## src/rtl/mp3_volume_ctrl.sv

```systemverilog
// Keyboard-driven volume controller: steps a volume class on up/down scancodes with auto-repeat
// and hands the resulting codec attenuation word to a writer via a req/ack handshake. Optional mute: MP3_VOL_MUTE_EN.
module mp3_volume_ctrl #(
    parameter int          LEVELS        = 10,
    parameter logic [7:0]  STEP          = 8'h19,
    parameter int          TICK_DIV      = 100000,
    parameter int          REPEAT_DELAY  = 4,
    parameter int          REPEAT_PERIOD = 2,
    parameter logic [7:0]  UP_CODE       = 8'h75,
    parameter logic [7:0]  DOWN_CODE     = 8'h72
`ifdef MP3_VOL_MUTE_EN
    ,
    parameter logic [7:0]  MUTE_CODE     = 8'h3A
`endif
) (
    input  logic        clk,
    input  logic        reset,
    input  logic [7:0]  code,
    input  logic        code_valid,
    input  logic        code_break,
    input  logic        upd_ack,
    output logic [15:0] vol,
    output logic [3:0]  volclass,
    output logic        upd_req
);

    localparam int PW = (TICK_DIV > 1) ? $clog2(TICK_DIV) : 1;
    localparam logic [PW-1:0] PLAST = PW'(TICK_DIV - 1);
    localparam logic [3:0] TOP = 4'(LEVELS - 1);

    typedef enum logic [1:0] {IDLE, DELAY, REPEAT} state_t;

    state_t        state, state_n;
    logic [PW-1:0] pcnt;
    logic          tick;
    logic [7:0]    tcnt, tcnt_n, tcnt_inc;
    logic          dir_up, dir_n;
    logic          step;
    logic          make_ev, brk_ev, is_vol;
    logic [7:0]    held_code;
    logic          chg_p1;
    logic          upd_set;
    logic [7:0]    att_byte;

    function automatic logic [7:0] att_of(input logic [3:0] lvl);
        return 8'((LEVELS - 1 - int'(lvl)) * int'(STEP));
    endfunction

    // Stage 0: repeat-tick prescaler
    always_ff @(posedge clk) begin
        if (reset)            pcnt <= '0;
        else if (pcnt == PLAST) pcnt <= '0;
        else                  pcnt <= pcnt + 1'b1;
    end

    assign tick      = (pcnt == PLAST);
    assign make_ev   = code_valid && !code_break;
    assign brk_ev    = code_valid && code_break;
    assign is_vol    = (code == UP_CODE) || (code == DOWN_CODE);
    assign held_code = dir_up ? UP_CODE : DOWN_CODE;
    assign tcnt_inc  = tcnt + 8'd1;

    always_ff @(posedge clk) begin
        if (reset) begin
            state  <= IDLE;
            tcnt   <= '0;
            dir_up <= 1'b0;
        end else begin
            state  <= state_n;
            tcnt   <= tcnt_n;
            dir_up <= dir_n;
        end
    end

    always_comb begin
        state_n = state;
        tcnt_n  = tcnt;
        dir_n   = dir_up;
        step    = 1'b0;
        case (state)
            IDLE: begin
                if (make_ev && is_vol) begin
                    step    = 1'b1;
                    dir_n   = (code == UP_CODE);
                    state_n = DELAY;
                    tcnt_n  = '0;
                end
            end
            DELAY, REPEAT: begin
                if (brk_ev && code == held_code) begin
                    state_n = IDLE;
                    tcnt_n  = '0;
                end else if (make_ev && is_vol && code != held_code) begin
                    // Opposite key while held: reverse and restart the repeat delay
                    step    = 1'b1;
                    dir_n   = (code == UP_CODE);
                    state_n = DELAY;
                    tcnt_n  = '0;
                end else if (tick) begin
                    if (state == DELAY && tcnt_inc == 8'(REPEAT_DELAY)) begin
                        step    = 1'b1;
                        state_n = REPEAT;
                        tcnt_n  = '0;
                    end else if (state == REPEAT && tcnt_inc == 8'(REPEAT_PERIOD)) begin
                        step    = 1'b1;
                        tcnt_n  = '0;
                    end else begin
                        tcnt_n  = tcnt_inc;
                    end
                end
            end
            default: begin
                state_n = IDLE;
                tcnt_n  = '0;
            end
        endcase
    end

    // Stage 1: level update with saturation; chg_p1 marks a real change
    always_ff @(posedge clk) begin
        if (reset) begin
            volclass <= TOP;
            chg_p1   <= 1'b0;
        end else begin
            chg_p1 <= 1'b0;
            if (step && dir_n && volclass != TOP) begin
                volclass <= volclass + 4'd1;
                chg_p1   <= 1'b1;
            end else if (step && !dir_n && volclass != 4'd0) begin
                volclass <= volclass - 4'd1;
                chg_p1   <= 1'b1;
            end
        end
    end

`ifdef MP3_VOL_MUTE_EN
    logic muted, mchg_p1;

    always_ff @(posedge clk) begin
        if (reset) begin
            muted   <= 1'b0;
            mchg_p1 <= 1'b0;
        end else begin
            mchg_p1 <= make_ev && (code == MUTE_CODE);
            if (make_ev && code == MUTE_CODE) muted <= ~muted;
        end
    end

    assign att_byte = muted ? 8'hFE : att_of(volclass);
    assign upd_set  = chg_p1 | mchg_p1;
`else
    assign att_byte = att_of(volclass);
    assign upd_set  = chg_p1;
`endif

    // Stage 2: codec word and pending-update handshake
    always_ff @(posedge clk) begin
        if (reset) begin
            vol     <= 16'h0000;
            upd_req <= 1'b1;
        end else begin
            vol <= {att_byte, att_byte};
            if (upd_set)      upd_req <= 1'b1;
            else if (upd_ack) upd_req <= 1'b0;
        end
    end

endmodule

```

## config.mk

```make
export PLATFORM = sky130hd
export DESIGN_NAME = mp3_volume_ctrl
export DESIGN_NICKNAME = d
export VERILOG_FILES = /design/src/rtl/mp3_volume_ctrl.sv
export SDC_FILE = /design/constraint.sdc
export NUM_CORES = 1
export LEC_CHECK = 0
export ABC_AREA = 1
export CORE_UTILIZATION = 34
export DETAILED_ROUTE_END_ITERATION = 6
export PLACE_DENSITY = 0.51
export SYNTH_ARGS = -nofsm -noshare
export SYNTH_HDL_FRONTEND = slang
export SYNTH_SLANG_ARGS = --single-unit
```

## constraint.sdc

```tcl
create_clock -name clk -period 3.91 [get_ports clk]
set_clock_uncertainty 0.05 [all_clocks]
set_input_delay 0.5865 -clock clk [delete_from_list [all_inputs] [get_ports clk]]
set_output_delay 0.5865 -clock clk [all_outputs]
set_load 0.03 [all_outputs]
```

# After elaboration in Yosys (flattened, before gate mapping)
# Index checks and enable logic that the tools add are counted.
dict set report op_classes {
  add_sub_neg 5
  n_mul 1
  eq_ne 13
  n_mux 29
  reduce_logical 22
}
# operator count
set ops {}
lappend ops {{two-way mux 8 bit} 6}
lappend ops {{adder 17 x 1 -> 17 bit (second input constant)} 1}
lappend ops {{equality test 17 bit (second input constant)} 1}
lappend ops {{equality test 8 x 7 -> 1 bit (second input constant)} 2}
lappend ops {{one-hot mux 8 bit (2 select lines)} 1}
lappend ops {{inequality test 4 bit (second input constant)} 3}
lappend ops {{logical AND 1 bit} 11}
lappend ops {{two-way mux 1 bit} 11}
lappend ops {{two-way mux 2 bit} 5}
lappend ops {{adder 8 x 1 -> 8 bit (second input constant)} 1}
lappend ops {{equality test 8 x 2 -> 1 bit (second input constant)} 1}
lappend ops {{equality test 8 x 3 -> 1 bit (second input constant)} 1}
lappend ops {{equality test 8 x 7 -> 1 bit} 1}
lappend ops {{multiplier 5 x 6 -> 8 bit (second input constant)} 1}
lappend ops {{two-way mux 4 bit} 2}
lappend ops {{inequality test 8 x 7 -> 1 bit} 1}
lappend ops {{OR reduction 2 bit} 3}
lappend ops {{subtractor 4 x 4 -> 5 bit (first input constant)} 1}
lappend ops {{adder 4 x 1 -> 4 bit (second input constant)} 1}
lappend ops {{one-hot mux 1 bit (2 select lines)} 2}
lappend ops {{one-hot mux 2 bit (2 select lines)} 1}
lappend ops {{nonzero test 4 bit} 1}
lappend ops {{subtractor 4 x 1 -> 4 bit (second input constant)} 1}
lappend ops {{two-way mux 3 bit} 1}
lappend ops {{9 further kinds} 10}
dict set report totals {
  regBits 50
  elab_cells 78
}

# Logic depth before layout (Yosys ltp)
# Gate-level depths: netlist (run 1).
dict set report logic_depth {
  depth_word 13
  mapped_depth 20
}

# Least setup slack after synthesis (run 1)
# OpenSTA, ideal clock, no wires.
dict set report synth_path {
  kind {register to register}
  from {register volclass[2]}
  to {register vol[7]}
  setup_ps 123
  arrival_ps 3059
  setup_slack_ps 678
  path_stages_with_launch 13
  path_cell_list {dfxtp_1 inv_1 ha_1 ha_1 inv_1 fa_1 inv_1 ha_1 ha_1 fa_1 xnor2_1 o21ai_0 a21oi_1}
}
dict set report synth_between {
  elab_chain_cells 2
}
# item line_no
set synth_rtl {}
lappend synth_rtl {{start, declared} 23} ;# output logic [3:0] volclass,
lappend synth_rtl {{start signal, assigned} 127} ;# volclass <= volclass + 4'd1;
lappend synth_rtl {{start signal, assigned} 130} ;# volclass <= volclass - 4'd1;
lappend synth_rtl {{subtractor 4 x 4 -> 5 bit} 46} ;# return 8'((LEVELS - 1 - int'(lvl)) * int'(STEP));
lappend synth_rtl {{multiplier 5 x 6 -> 8 bit} 46}
lappend synth_rtl {{end signal, assigned} 162} ;# vol <= {att_byte, att_byte};
lappend synth_rtl {{end, declared} 22} ;# output logic [15:0] vol,
# Every way passes these cells.
# A chain may end at the register's enable or synchronous reset.

# Final worst setup path (run 1)
dict set report layout_path {
  from {register volclass[1]}
  to {register vol[7]}
}
# Same word-level chain as after synthesis.

==> impl_metrics.env, run 1 <==
export IMPL_outcome="completed"
export IMPL_ff2ff_path_depth=12
export IMPL_path_cells="inv_1 -> ha_1 -> ha_1 -> inv_1 -> fa_1 -> inv_1 -> ha_1 -> ha_1 -> fa_1 -> xnor2_1 -> o21ai_0 -> a21oi_1"
export IMPL_pwr_share_seq_pct=51.5
export IMPL_rr_startpoint="volclass[1]"
export IMPL_synth_flop_cell="dfxtp_1"
export IMPL_clock_path_buffers=2
export IMPL_cpPeakStageDelay_ps=500
export IMPL_ys_ff_latch=42
export IMPL_syn_area_um2=2633
export IMPL_fill_cells=799
export IMPL_io_buffer_count=33
export IMPL_min_period_over_period_pct=84.87
export IMPL_setup_violations=0
export IMPL_synth_seq_area_share_pct=31.94
export IMPL_antenna_cells=0
export IMPL_core_area_um2=7370
export IMPL_cts_resized=0
export IMPL_hold_slack_ps=389.8
export IMPL_synthDistinctLibCells=36
export IMPL_crit_start="volclass[1]"
export IMPL_overflow=0
export IMPL_cp_common_cell="ha_1"
export IMPL_cts_clk_slew_worst_paths_ps=80
export IMPL_grt_pass1_vias=2192
export IMPL_drc_errors=0
export IMPL_r2r_end="vol[7]"
export IMPL_fin_ws_ps=591.6
export IMPL_rows=31
export IMPL_min_path_type="flip-flop to flip-flop"
export IMPL_synth_largest_area_cell="dfxtp_1"
export IMPL_hold_path_depth=2
export IMPL_clock_root_buffer="clkbuf_8"
export IMPL_maxCapViolCount=0
export IMPL_synth_cells=366
export IMPL_yosysTopAreaCellShare_pct=31.94
export IMPL_die_height_um=89.99
export IMPL_cts_hold_buf=0
export IMPL_path_delay_family="adder cells"
export IMPL_first_pass_iters=4
export IMPL_grt_pass1_wl_um=9453
export IMPL_io_pins=34
export IMPL_nets=431
export IMPL_wl_per_cell_um=10.60
export IMPL_cp_max_fo=5
export IMPL_start_util_pct=35.72
export IMPL_arrival_ps=3490
export IMPL_drt_iter0_drc=77
export IMPL_yosysMostFrequentCell="nand2_1"
export IMPL_pre_cts_ws_ps=594.7
export IMPL_syn_nets=403
export IMPL_routed_via_density=4.503
export IMPL_tightest_slew_ps=607.8
export IMPL_routed_wl_um=5227
export IMPL_drv_slew=0
export IMPL_cts_htree_levels=2
export IMPL_rsz0062_at_grt="false"
export IMPL_die_area_um2=8098
export IMPL_grt_max_degree=18
export IMPL_p_sw_uw=275.0
export IMPL_clkLatencyLatePin_ps=290
export IMPL_crit_slowest_cell="fa_1"
export IMPL_place_gp_congestion=0.7629
export IMPL_vias=2220
export IMPL_post_cts_buffers=0
export IMPL_irDropWorstVdd_v=0.0001571
export IMPL_hold_violations=0
export IMPL_power_density_nw_per_um2=295.6
export IMPL_endpoint_kind="flip-flop"
export IMPL_r2r_slack_ps=590
export IMPL_min_period_ps=3318
export IMPL_hpwl_um=4011
export IMPL_synthTopCellsByCount="nand2_1, inv_1, nor2_1"
export IMPL_cts_tree="built"
export IMPL_tns_ps=0
export IMPL_relSlewSlack_pct=59.38
export IMPL_max_freq_ghz=0.3013
export IMPL_comb_power_share_pct=19.5
export IMPL_ys_async_sr_fraction_pct=0
export IMPL_cp_buffers_inverters=3
export IMPL_critPathKind="flip-flop to flip-flop"
export IMPL_endpoint="vol[7]"
export IMPL_p_int_uw=639.8
export IMPL_synth_edff_count=0
export IMPL_yosys_warnings=0
export IMPL_antenna_found_initial=0
export IMPL_p_clk_share_pct=29.1
export IMPL_yosys_top_cells_area="dfxtp_1, ha_1, nand2_1"
export IMPL_switching_share_pct=30.06
export IMPL_drive_above_1_share_pct=9.898
export IMPL_cts_buffers=5
export IMPL_area_growth_pct=17.54
export IMPL_critPathLaunchType="flip-flop"
export IMPL_die_w_um=89.99
export IMPL_worstPathRequired_ps=4080
export IMPL_track_usage_pct=14.19
export IMPL_leakage_uw=0.001294
export IMPL_crit_cells=12
export IMPL_cts_sinks=42
export IMPL_drtAntennaViolNets=0
export IMPL_synth_area_per_cell_um2=7.193
export IMPL_post_route_util_pct=41.99
-- state kept, by name, summed over array words and instances (netlist names) --
name	cells
chg_p1	1
dir_up	1
pcnt	17
state	2
tcnt	8
upd_req	1
vol	8
volclass	4
-- power groups by stage --
stage               clock network (uW)  registers, uW  logic (uW)
floorplan                            0            479         127
global placement                     0            481         178
detailed placement                   0            481         180
CTS                                282            471         181
global route                       299            475         210
finish                             266            471         178
-- layout make-up --
type	count	area, um2	area share (%)
multi-input combinational	247	1466	47.39
sequential	42	840.8	27.17
timing repair buffer	35	345.3	11.16
inverter	63	237.7	7.683
tap	99	123.9	4.003
clock buffer	6	72.57	2.345
clock inverter	1	7.507	0.2426
-- cells in the final DEF (no fill, tap or decap), drive strengths merged --
| cell type | instances |
|---|---|
| a21oi | 24 |
| nand2 | 70 |
| ha | 20 |
| o21a | 1 |
| nor2 | 50 |
| a31oi | 3 |
| or2 | 2 |
| clkdlybuf4s50 | 33 |
| nor3b | 3 |
| xor2 | 4 |
| fa | 4 |
| o21bai | 1 |
| inv | 62 |
| nand4 | 8 |
| dfxtp | 42 |
| o22ai | 1 |
| clkbuf | 6 |
| a221oi | 1 |
| o21ai | 17 |
| nor4 | 5 |
| buf | 2 |
| nor3 | 7 |
| nand3 | 21 |
| xnor2 | 5 |
| clkinvlp | 1 |
| clkinv | 1 |
-- worst reg2reg max path: cells and delay by family, from the launching register on --
family | cells | cell delay (ps)
fa+ha+maj | 6 | 2070
flops | 1 | 430
buf+inv | 3 | 270
compound gates | 2 | 220
xor+xnor | 1 | 190
-- through the flow --
stage                     total power [uW]  cell area [um2]  std cells
after floorplan                      606.6             2633        366
after global placement               658.7             3014        486
after detailed placement             661.6             3014        486
after CTS                            934.0             3094        493
after global routing                 984.0             3094        493
final                                914.7             3094        493
-- cells by family after synthesis --
logic type,Yosys count,share of synthesized area [%]
XOR/XNOR,9,2.994
flip-flops,42,31.94
AO/OA/AOI/OAI,48,10.08
buffers and inverters,77,12.36
AND/OR/NAND/NOR,166,30.09
adder cells (fa/ha/maj),24,12.55
-- routing by layer --
layer	part of all wire (%)	global-route usage (%)	routed length, um
met1	52	19.04	2733
met4	1.1	4.032	60
met2	43	23.14	2261
met3	3.3	2.792	171
met5	0	0	0
-- how the worst min path moves through the flow --
stage	start	endpoint	slack (ps)
6_report	chg_p1	upd_req	390
5_1_grt	chg_p1	upd_req	420
4_1_cts	chg_p1	upd_req	390
3_5_place_dp	chg_p1	upd_req	370
3_3_place_gp	chg_p1	upd_req	370
2_1_floorplan	chg_p1	upd_req	340
No activity file was read; power rests on OpenSTA's default activity.
==> run 2: changes to the inputs <==
Clock period 3.91 ns to 3.3 ns, I/O delays scaled along.
==> impl_metrics.env, run 2 (synthesis results as in run 1) <==
export IMPL_track_usage_pct=14.02
export IMPL_cp_max_fo=5
export IMPL_relSlewSlack_pct=69.11
export IMPL_grt_max_degree=15
export IMPL_top_register="pcnt"
export IMPL_largest_reg_flops=17
export IMPL_endpoint_kind="flip-flop"
export IMPL_routed_wl_um=5352
export IMPL_antenna_found_initial=0
export IMPL_cts_buffers=5
export IMPL_min_period_ps=3087
export IMPL_wl_per_cell_um=10.73
export IMPL_die_w_um=89.99
export IMPL_power_density_nw_per_um2=352.7
export IMPL_hold_violations=0
export IMPL_tns_ps=0
export IMPL_tightest_slew_ps=459.5
export IMPL_pre_cts_ws_ps=132.1
export IMPL_largest_registers="pcnt: 17 flops, tcnt: 8 flops, vol: 8 flops"
export IMPL_antenna_cells=0
export IMPL_drive_above_1_share_pct=11.50
export IMPL_fin_ws_ps=213.4
export IMPL_finalPower_uw=1109
export IMPL_first_pass_iters=4
export IMPL_drc_errors=0
export IMPL_rows=31
export IMPL_drt_iter0_drc=88
export IMPL_setup_violations=0
export IMPL_r2r_slack_ps=210
export IMPL_cts_tree="built"
export IMPL_hpwl_um=4061
export IMPL_grt_pass1_vias=2160
export IMPL_irDropWorstVdd_v=0.0001871
export IMPL_start_util_pct=35.72
export IMPL_arrival_ps=3220
export IMPL_hp_start="chg_p1"
export IMPL_core_area_um2=7370
export IMPL_die_height_um=89.99
export IMPL_maxCapViolCount=0
export IMPL_worstPathRequired_ps=3430
export IMPL_cts_clk_slew_worst_paths_ps=80
export IMPL_routed_via_density=4.575
export IMPL_placedInstanceArea_um2=3052
export IMPL_io_pins=34
export IMPL_min_to="upd_req"
export IMPL_die_area_um2=8098
export IMPL_cts_sinks=42
export IMPL_vias=2283
export IMPL_layout_common_cells="nand2_1, inv_1, nor2_1"
export IMPL_max_freq_ghz=0.3240
export IMPL_critPathKind="flip-flop to flip-flop"
export IMPL_hold_path_depth=2
export IMPL_r2r_end="vol[7]"
export IMPL_area_growth_pct=19.49
export IMPL_clock_path_buffers=2
export IMPL_final_area_um2=3146
export IMPL_critPathLaunchType="flip-flop"
export IMPL_ff2ff_path_depth=12
export IMPL_io_buffer_count=33
export IMPL_drtAntennaViolNets=0
export IMPL_cts_hold_buf=0
export IMPL_leakage_uw=0.001336
export IMPL_place_gp_congestion=0.7436
export IMPL_rsz0062_at_grt="false"
export IMPL_min_period_over_period_pct=93.53
export IMPL_cts_resized=0
export IMPL_cts_htree_levels=2
export IMPL_rr_startpoint="volclass[1]"
export IMPL_grt_pass1_wl_um=9418
export IMPL_drv_slew=0
export IMPL_clkLatencyLatePin_ps=290
export IMPL_hold_slack_ps=391.4
export IMPL_min_path_type="flip-flop to flip-flop"
export IMPL_final_common_cell="nand2_1"
export IMPL_outcome="completed"
export IMPL_overflow=0
export IMPL_post_cts_buffers=0
export IMPL_clock_root_buffer="clkbuf_8"
export IMPL_nets=436
==> run 2: area by class of cell <==
class                           count  area [um2]
Fill cell                         790        4224
Multi-Input combinational cell    247        1474
Sequential cell                    42       840.8
Timing Repair Buffer               40       382.9
Inverter                           63       237.7
Tap cell                           99       123.9
Clock buffer                        6       72.57
Clock inverter                      2       13.76
==> run 2: stage by stage <==
step	std cells	util [%]
after global placement	491	41.41
after CTS	499	42.58
final	499	42.68
after floorplan	366	-
after global routing	499	42.68
after detailed placement	491	41.41
==> run 2: how the worst max path moves through the flow <==
stage	slack [ps]	from	end
floorplan	70	volclass[2]	vol[7]
global placement	200	code_valid	volclass[3]
detailed placement	130	code_valid	volclass[3]
CTS	180	volclass[1]	vol[7]
global route	7	volclass[1]	vol[7]
finish	210	volclass[1]	vol[7]
==> run 2: routing by layer <==
metal  global-route usage, %  part of all wire, %  up-vias  routed length [um]
met4                   4.032                  1.0        0                  55
met5                       0                    0        -                   0
met3                   2.792                  3.4        4                 183
met1                   18.50                   52     1022                2807
li1                        -                    -     1226                   -
met2                   23.21                   43       31                2305
==> run 2: worst max-delay path, stage by stage, from the launching register on <==
cell     delay [ps]
dfxtp_1         340
inv_1           100
ha_1            210
ha_1            290
inv_1            60
fa_1            500
inv_1            40
ha_1            280
ha_1            310
fa_1            460
xnor2_2         150
o21ai_1         130
a21oi_1          50
==> run 2: report_power, final <==
group	switching, uW	internal [uW]	total [uW]
Clock	188	150	337
Combinational	132	82.0	214
Sequential	25.5	533	558
==> RTL change 1 (config.mk and constraints of run 1) <==
The 3 states of `state_t` get a one-hot encoding in 3 bits.
--- a/src/rtl/mp3_volume_ctrl.sv
+++ b/src/rtl/mp3_volume_ctrl.sv
@@ -28,7 +28,7 @@
     localparam logic [PW-1:0] PLAST = PW'(TICK_DIV - 1);
     localparam logic [3:0] TOP = 4'(LEVELS - 1);
 
-    typedef enum logic [1:0] {IDLE, DELAY, REPEAT} state_t;
+    typedef enum logic [2:0] {IDLE = 3'b001, DELAY = 3'b010, REPEAT = 3'b100} state_t;
 
     state_t        state, state_n;
     logic [PW-1:0] pcnt;
Function: same outputs for any inputs over 10 cycles, from zero or initial values and one cycle with reset high; not proved beyond that.
==> RTL change 1 against run 1 <==
Synthesized area is 3.0% lower. Core utilization down 0.24 points. Routed wire length decreased by 4.1%. Total power rose by 18%. Worst setup slack lost 0.16 ns. Sequential cell count grew 1. Cell area is 2.1% lower. Clock power up 7%. Die area is 3.0% lower. Maximum frequency down 4.6%. Largest cell class unchanged.
==> RTL change 1: results (changes against run 1) <==
| Metric | Value |
|---|---|
| Status | `finished clean (unchanged)` |
| Multi-input logic area | `1420 um2 (was 1470 um2)` |
| Post-Synth Adder-Cell Area | `11.0% (was 12.5%)` |
| Largest net degree at the start of global routing | `14 (was 18)` |
| ClkCell Share | `2.89% (was 2.59%)` |
| Buffering overhead | `11.4% (was 11.2%)` |
| Worst R2R Path Depth | `13 (was 12)` |
| Logic pwr share | `25.4% (was 19.5%)` |
| Met2 WL | `2.23 mm (was 2.26 mm)` |
| Worst vdd ir | `0.126 mV (was 0.157 mV)` |
| DP Cell Count | `466 (was 486)` |
| Arrival time worst endpoint | `3.65 ns (was 3.49 ns)` |
| GPL Wtd Cong | `0.734 (was 0.763)` |
| Minimum hold slack | `0.390 ns (about the same)` |
| Switching power total | `363 uW (was 275 uW)` |
| CTS sink cnt | `43 (was 42)` |
| Inverter count | `51 (was 63)` |
| Synth Area in Compound Gates | `9.51% (was 10.1%)` |
| Global-route wire length before repair | `8.68 mm (was 9.45 mm)` |
| Setup slack at placement | `0.410 ns (was 0.595 ns)` |
| Xor-xnor portion of the synthesized cell area | `3.43% (was 2.99%)` |
| Placement Cell Area | `2940 um2 (was 3010 um2)` |
| Cell-internal power | `716 uW (was 640 uW)` |
| Met3 GRT Util | `2.80% (was 2.79%)` |
| Synth top cells by count | `nand2_1, inv_1, dfxtp_1, nor2_1, nand3_1 (was nand2_1, inv_1, nor2_1, dfxtp_1, a21oi_1)` |
| Avg Inst Size Synth | `7.42 um2 (was 7.19 um2)` |
-- RTL change 1: cell types whose count changed after synthesis, moves of 4 or more --
cell            run 1  this run
inv_1              55        50
nor2_1             45        41
ha_1               20        16
inv_2               7         1
a21oi_1            24        17
o21ai_0            12         7
-- RTL change 1: worst max path at each step --
| stage | from | endpoint | slack (ns) | depth (start not counted) |
|---|---|---|---|---|
| after global routing | volclass[1]$_SDFFE_PP0P_ | vol[7]$_SDFF_PP0_ | 0.19 | 13 |
| after CTS | volclass[1]$_SDFFE_PP0P_ | vol[7]$_SDFF_PP0_ | 0.39 | 13 |
| after floorplan | volclass[2]$_SDFFE_PP0P_ | vol[7]$_SDFF_PP0_ | 0.53 | 13 |
| final | volclass[1]$_SDFFE_PP0P_ | vol[7]$_SDFF_PP0_ | 0.43 | 13 |
| after global placement | volclass[1]$_SDFFE_PP0P_ | vol[7]$_SDFF_PP0_ | 0.50 | 13 |
| after detailed placement | volclass[1]$_SDFFE_PP0P_ | vol[7]$_SDFF_PP0_ | 0.41 | 13 |
==> RTL change 2 (flow settings as in run 1) <==
Without the edit above. The parameter `STEP` goes from 8'h19 to 8'h10.
--- a/src/rtl/mp3_volume_ctrl.sv
+++ b/src/rtl/mp3_volume_ctrl.sv
@@ -2,7 +2,7 @@
 // and hands the resulting codec attenuation word to a writer via a req/ack handshake. Optional mute: MP3_VOL_MUTE_EN.
 module mp3_volume_ctrl #(
     parameter int          LEVELS        = 10,
-    parameter logic [7:0]  STEP          = 8'h19,
+    parameter logic [7:0]  STEP          = 8'h10,
     parameter int          TICK_DIV      = 100000,
     parameter int          REPEAT_DELAY  = 4,
     parameter int          REPEAT_PERIOD = 2,
Check against the original RTL: not equivalent (a bounded check fails within 4 cycles, from zero or initial values and one cycle with reset high).
==> RTL change 2 against run 1 <==
Non-clock buffer count fell by 9. Critical path depth increased by 7. Worst setup slack better by 0.32 ns. Routed wire length decreased by 19%. Count of clock-buffer cells in the layout shrank 1. Register-to-register slack better by 0.46 ns. Sequential cell count fell by 4. Total power up 11%. First-iteration DRC count fell by 51%. Die area shrank 15%. Synthesized area down 15%. Cell area is 14% lower. Maximum frequency increased by 11%. Largest cell class unchanged. Largest power group unchanged. Highest routed layer unchanged.
==> RTL change 2: results (changes against run 1) <==
| Metric | Value |
|---|---|
| Routed wire length per instance | `10.1 um (was 10.6 um)` |
| Synth top cells by count | `nand2_1, inv_1, dfxtp_1, nor2_1, a21oi_1 (was nand2_1, inv_1, nor2_1, dfxtp_1, a21oi_1)` |
| Overall Global Routing Usage | `13.5% (was 14.2%)` |
| Reg-to-reg startpoint | `tcnt[0]$_SDFFE_PP0P_ (was volclass[1]$_SDFFE_PP0P_)` |
| Avg Inst Size Synth | `7.06 um2 (was 7.19 um2)` |
| Worst R2R Path Depth | `18 (was 12)` |
| Vias post-DR | `1,927 (was 2,220)` |
| # port buffers | `25 (was 33)` |
| Final Non-Filler Cells | `421 (was 493)` |
| Arrival time worst endpoint | `3.12 ns (was 3.49 ns)` |
| Nets | `367 (was 431)` |
| Area contributors post-synth | `dfxtp_1, nand2_1, inv_1 (was dfxtp_1, ha_1, nand2_1)` |
| Reg-to-reg critical path endpoint | `volclass[3]$_SDFFE_PP1P_ (was vol[7]$_SDFF_PP0_)` |
| R2R setup slack | `1.05 ns (was 0.59 ns)` |
| Worst vdd ir | `0.179 mV (was 0.157 mV)` |
| Xor-xnor portion of the synthesized cell area | `2.35% (was 2.99%)` |
| DP HPWL | `3.24 mm (was 4.01 mm)` |
| Sequential-to-total area share from yosys stat | `34.0% (was 31.9%)` |
| Vias in the first global route | `1,802 (was 2,192)` |
| Synth Area in Compound Gates | `9.50% (was 10.1%)` |
| Regs by FF count | `pcnt: 17 flops, tcnt: 8 flops (was pcnt: 17 flops, tcnt: 8 flops, vol: 8 flops)` |
| DP Cell Count | `413 (was 486)` |
| Fillers | `662 (was 799)` |
| GPL Wtd Cong | `0.791 (was 0.763)` |
| Status | `finished clean (unchanged)` |
| Post-Synth Adder-Cell Area | `6.48% (was 12.5%)` |
| Global-route wire length before repair | `7.77 mm (was 9.45 mm)` |
| Switching power total | `284 uW (was 275 uW)` |
| Share of layout cells above drive strength 1 | `11.9% (was 9.90%)` |
| DRT iter0 DRCs | `38 (was 77)` |
## RTL change 2: kinds of logic (layout without fill, tap and decap cells)
kind of cell | count (synthesis) | count (layout)
AOI/OAI and AO/OA | 39 | 39
xor gates and xnor gates | 6 | 6
adders and majority gates | 11 | 11
buffers and inverters | 64 | 84
DFF | 38 | 38
other | 1 | 8
and+or+nand+nor | 158 | 158
## RTL change 2: area by class of cell
class | count | area share, %
clock buffers | 5 | 2.59
clock inverters | 3 | 2.59
inverters | 50 | 7.26
multi-input cells | 222 | 45.6
flip-flops and latches | 38 | 28.7
well taps | 77 | 3.63
repair buffers | 26 | 9.71
## RTL change 2: routing by layer
| metal | share of wire (%) | wire length, um | global-route usage (%) | vias up |
|---|---|---|---|---|
| met2 | 47 | 2000 | 23.0 | 27 |
| met4 | 1.0 | 43 | 4.23 | 0 |
| met5 | 0 | 0 | 0 | - |
| met1 | 49 | 2080 | 16.9 | 854 |
| li1 | - | - | - | 1042 |
| met3 | 3.3 | 140 | 2.98 | 4 |
## RTL change 2: per-stage QoR
| step | power [mW] | hold WS [ns] | setup WS (ns) |
|---|---|---|---|
| after floorplan | 0.576 | 0.343 | 1.31 |
| after global placement | 0.622 | 0.368 | 0.675 |
| after detailed placement | 0.622 | 0.368 | 0.625 |
| after CTS | 1.03 | 0.389 | 0.913 |
| after global routing | 1.08 | 0.430 | 0.648 |
| final | 1.01 | 0.383 | 0.914 |
## RTL change 2: power groups by stage
stage,logic [mW],registers [mW],clock network [mW]
3_5_place_dp,0.182,0.440,0
2_1_floorplan,0.139,0.437,0
3_3_place_gp,0.183,0.439,0
4_1_cts,0.183,0.431,0.415
6_report,0.182,0.431,0.401
5_1_grt,0.209,0.436,0.433
## RTL change 2: worst max-delay path by stage
stage                                    end  slack, ns  depth (start not counted)
finish              volclass[3]$_SDFFE_PP1P_       0.91                         19
global route        volclass[3]$_SDFFE_PP1P_       0.65                         19
CTS                 volclass[3]$_SDFFE_PP1P_       0.91                         19
detailed placement  volclass[3]$_SDFFE_PP1P_       0.62                         19
global placement    volclass[3]$_SDFFE_PP1P_       0.67                         19
floorplan           volclass[3]$_SDFFE_PP1P_       1.31                         19
## RTL change 2: worst max-delay path, cell delays in order
cell,delay [ns]
clkdlybuf4s50_1,0.48
nand3_1,0.12
nand2_1,0.13
inv_2,0.04
nor2_2,0.13
nand3_1,0.11
nand2_1,0.07
nand2_1,0.08
a21oi_2,0.21
nand3_4,0.13
ha_1,0.35
nand2_1,0.09
nand2_1,0.06
a31oi_1,0.20
inv_1,0.06
nand2_1,0.08
nand3_1,0.07
nand2_1,0.06
nand3_1,0.06
